--- config.mk ---
export PLATFORM = sky130hd
export DESIGN_NAME = register_file_16
export DESIGN_NICKNAME = d
export VERILOG_FILES = /design/src/rtl/register_file_16.sv
export SDC_FILE = /design/constraint.sdc
export NUM_CORES = 1
export LEC_CHECK = 0
export ABC_CLOCK_PERIOD_IN_PS = 1020
export CAP_MARGIN = 30
export CORE_ASPECT_RATIO = 0.5
export CORE_MARGIN = 1.5
export CORE_UTILIZATION = 60
export CTS_BUF_LIST = sky130_fd_sc_hd__clkbuf_8
export CTS_CLUSTER_SIZE = 16
export DETAILED_ROUTE_END_ITERATION = 7
export DONT_BUFFER_PORTS = 1
export GPL_TIMING_DRIVEN = 0
export PLACE_DENSITY = 0.81
export SETUP_SLACK_MARGIN = 0.05
export SLEW_MARGIN = 30
export SYNTH_ARGS = -nofsm -noshare
export SYNTH_HDL_FRONTEND = slang
export SYNTH_SLANG_ARGS = --single-unit
export TNS_END_PERCENT = 1
--- constraint.sdc ---
create_clock -name clk -period 1.02 [get_ports clk]
set_clock_uncertainty 0.05 [all_clocks]
set_input_delay 0.102 -clock clk [delete_from_list [all_inputs] [get_ports clk]]
set_output_delay 0.102 -clock clk [all_outputs]
set_load 0.01 [all_outputs]
--- src/rtl/register_file_16.sv ---
`timescale 1ns/1ps
`default_nettype none
// ============================================================================
// register_file_16 : 8 x DATA_W register file with two read ports and one debug read port
// Revision 1.0
// ============================================================================
module register_file_16 #(
  parameter int DATA_W = 16,
  parameter int ADDR_W = 3,
  parameter int BYPASS = 0
) (
  input  logic              clk,
  input  logic              reset_n,
  input  logic [ADDR_W-1:0] rs_addr,
  input  logic [ADDR_W-1:0] rt_addr,
  output logic [DATA_W-1:0] rs_data,
  output logic [DATA_W-1:0] rt_data,
  input  logic              wr_en,
  input  logic [ADDR_W-1:0] wr_addr,
  input  logic [DATA_W-1:0] wr_data,
  input  logic [ADDR_W-1:0] dbg_addr,
  output logic [DATA_W-1:0] dbg_data
);

  localparam int NREG = 2 ** ADDR_W;

  // R0 has no storage; it is supplied as a constant in the read view.
  logic [DATA_W-1:0] regs_q [1:NREG-1];
  logic [DATA_W-1:0] regs_d [1:NREG-1];
  logic [DATA_W-1:0] rd_view [0:NREG-1];
  logic              wr_live;
  logic              fwd_rs;
  logic              fwd_rt;

  assign wr_live = wr_en && (wr_addr != '0);

  always_comb begin
    for (int i = 1; i < NREG; i++) begin
      regs_d[i] = regs_q[i];
      if (wr_live && (wr_addr == ADDR_W'(i))) begin
        regs_d[i] = wr_data;
      end
    end
  end

  always_ff @(posedge clk or negedge reset_n) begin
    if (!reset_n) begin
      for (int i = 1; i < NREG; i++) begin
        regs_q[i] <= '0;
      end
    end else begin
      for (int i = 1; i < NREG; i++) begin
        regs_q[i] <= regs_d[i];
      end
    end
  end

  always_comb begin
    rd_view[0] = '0;
    for (int i = 1; i < NREG; i++) begin
      rd_view[i] = regs_q[i];
    end
  end

  // Forwarding is suppressed under reset so every port reads zero while reset_n is low.
  assign fwd_rs = (BYPASS != 0) && reset_n && wr_live && (wr_addr == rs_addr);
  assign fwd_rt = (BYPASS != 0) && reset_n && wr_live && (wr_addr == rt_addr);

  assign rs_data  = fwd_rs ? wr_data : rd_view[rs_addr];
  assign rt_data  = fwd_rt ? wr_data : rd_view[rt_addr];
  assign dbg_data = rd_view[dbg_addr];

endmodule
`default_nettype wire

==> run_results.csv <==
group,metric,value,unit
synthesis,yosys.area_share.xor_xnor,0,%
pwr,power_frac_clock,20.0,%
cts,cts-htree-levels,3,
status,status,"finished, violations left",
critical_path,required,0.87,ns
synthesis,synth_compound_area_share,11.3,%
routing,firstDrtPassIters,5,
finish,antennaDiodeCount,0,
place,place_area,7450,µm²
sta,hold_viol,112,
routing,route.detailed.drc,0,
synthesis,mappedNetlistArea,7100,µm²
grt,grt_pass1_wl,32.7,mm
worst_hold_path,hold_path_class,"primary input to asynchronous set/reset pin",
cts,clk_latency,0.40,ns
floorplan,die_h,79.9,µm
job,maxCapViolCount,0,
sta,min_period,1.69,ns
cts,ctsHoldBuffers,16,
synthesis,synth_top_family_by_area,"multiplexers",
synthesis,yosysSeqAreaShare,39.5,%
sta,whs,-0.667,ns
critical_path,path_buf_inv,0,
sta,tns,-29.08,ns
cts,cts_tree,"built",
floorplan,rows,27,
synthesis,synth-seq-cells,112,
synthesis,synth_cells,555,
critical_path,crit_type,"flip-flop to output pin",
sta,setup_violations,58,
sta,fin_crit_sh,166,%
grt,antenna_found_initial,0,
routing,ant_nets,0,
finish,final_common_cell,"mux2_2",
pwr,p_comb_share,33.5,%
critical_path,cp_max_fo,4,
cts,cts_root_buf,"clkbuf_8",
pwr,p_switching,4.96,mW
finish,drive_gt1_share,61.0,%
grt,grt_start_max_net_pins,113,
synthesis,syn_area_per_cell,12.8,µm²
synthesis,ys_top_cells_by_area,"dfrtp_1, mux2_2, a221oi_1",
routing,avgViaCountPerCell,7.26,
pwr,peakVddDrop,929,µV
sta,grt_setup_unrepaired,"yes",
routing,first_iter_violations,506,
place,io_buffers,0,
critical_path,crit_family,"flip-flops",
pwr,totalPowerFinal,14.1,mW
synthesis,synthAdderAreaFrac,0,%
routing,wire_per_inst,29.4,µm
pwr,power_frac_seq,46.5,%
sta,fmax,592,MHz
finish,final_cell_area,8410,µm²
synthesis,syn_nets,586,
critical_path,slowest_delay,0.44,ns
routing,wirelength,21.9,mm
synthesis,synthSimpleGateAreaFrac,3.45,%
grt,grt_pass1_vias,5471,
pwr,p_leak,3.55,nW
synthesis,synth_mux_area_share,40.5,%
floorplan,core-area,11200,µm²
sta,worst_pin_slew,0.985,ns
synthesis,synth_area_leader_cell,"dfrtp_1",
finish,fin_nets,611,
finish,synthToLayoutAreaGrowth,18.3,%
finish,largest_reg_flops,112,
pwr,internal-power,9.12,mW
status,violations,"hold timing, setup timing",
floorplan,ios,79,
floorplan,start_util,63.1,%
synthesis,synth_warnings,0,
critical_path,startpoint_type,"flip-flop",
cts,clock_sinks,112,
floorplan,die_w,157,µm
sta,setup_ws,-0.670,ns
routing,vias,5399,
place,post-dp-hpwl,13.5,mm
sta,max_slew_margin,34.3,%
synthesis,synth_top_area_share,39.5,%
sta,drv_slew,0,
grt,grt_overflow_total,0,
floorplan,dieArea,12500,µm²
pwr,p_per_area,1680,nW/µm²
place,routabilityCongestion,0.902,
cts,max-clock-path-buffers,2,
grt,track_usage,36.3,%
pwr,p_sw_share,35.2,%
synthesis,yosysUniqueCellTypes,27,
critical_path,critPathCaptureType,"output pin",
critical_path,crit_slowest_cell,"dfrtp_1",
critical_path,crit_chain,"mux2_4, a221oi_2, nor2_2",
critical_path,cp_data_arrival_time,1.54,ns
finish,layout_common_cells,"mux2_2, dfrtp_1, a221oi_2",
cts,clkTransAtPathRegs,0.11,ns
cts,cts-buffers-inserted,9,
-- cell type report --
type,count,area (µm²)
buffer,54,449
clock inverter,7,80.1
inverter,1,3.75
fill,710,2840
multi-input combinational,386,4590
timing repair buffer,16,160
tap,159,199
sequential,112,2800
clock buffer,9,124
-- final timing paths --
check	from	endpoint	slack (ns)	cells past startpoint
hold reg to reg	rd_view[44]	rd_view[44]	0.51	1
min in group clk	wr_addr[2]	rd_view[83]	0.09	3
hold / removal	reset_n	rd_view[49]	-0.67	0
setup / recovery	rd_view[111]	rt_data[15]	-0.67	3
setup reg to reg	rd_view[87]	rd_view[87]	0.06	1
max in group asynchronous	reset_n	rd_view[26]	1.32	0
-- what timing repair did --
item,in CTS,in global routing
gates resized for setup,77,40
setup endpoints to repair,70,71
pin swaps,10,4
setup buffers,0,0
hold endpoints to repair,224,112
-- power groups by stage --
| stage | Sequential (mW) | Clock, mW | Combinational, mW |
|---|---|---|---|
| after detailed placement | 6.46 | 0 | 3.96 |
| after global placement | 6.38 | 0 | 3.83 |
| after floorplan | 6.16 | 0 | 3.34 |
| after CTS | 6.43 | 2.83 | 4.44 |
| after global routing | 6.69 | 3.00 | 4.99 |
| final | 6.55 | 2.81 | 4.72 |
-- cells in the mapped netlist --
| library cell | n |
|---|---|
| a21oi_1 | 1 |
| a221oi_1 | 79 |
| a31oi_1 | 1 |
| and2_1 | 2 |
| and4bb_1 | 2 |
| buf_1 | 5 |
| buf_2 | 21 |
| buf_4 | 11 |
| buf_6 | 9 |
| buf_8 | 2 |
| clkbuf_1 | 6 |
| clkbuf_2 | 2 |
| dfrtp_1 | 112 |
| inv_1 | 1 |
| mux2_1 | 9 |
| mux2_2 | 163 |
| mux2_4 | 20 |
| mux2i_1 | 64 |
| nand2_1 | 2 |
| nand2_2 | 1 |
| nand2b_1 | 1 |
| nand4_2 | 1 |
| nand4b_4 | 3 |
| nor2_1 | 15 |
| nor2b_1 | 5 |
| nor3_4 | 1 |
| o22ai_1 | 16 |
-- routing by layer --
layer / global-route usage (%) / up-vias / part of all wire [%]
met5: 0 / - / 0
met4: 14.2 / 0 / 2.7
met3: 9.45 / 55 / 10
met2: 55.8 / 344 / 45
met1: 49.1 / 2758 / 42
li1: - / 2242 / -
-- through the flow --
step	util [%]	cells	worst slack [ns]	hold WS (ns)
finish	74.7	744	-0.670	-0.667
global route	74.7	744	-0.703	-0.690
CTS	73.1	745	-0.624	-0.677
detailed placement	66.2	714	-0.631	-0.241
global placement	66.2	714	-0.605	-0.241
floorplan	-	555	-0.209	-0.244
-- cell families after synthesis --
logic type	after synthesis
simple gates	33
flops	112
compound gates	97
mux	256
buf+inv	57
Power figures use the tool's default switching activity.
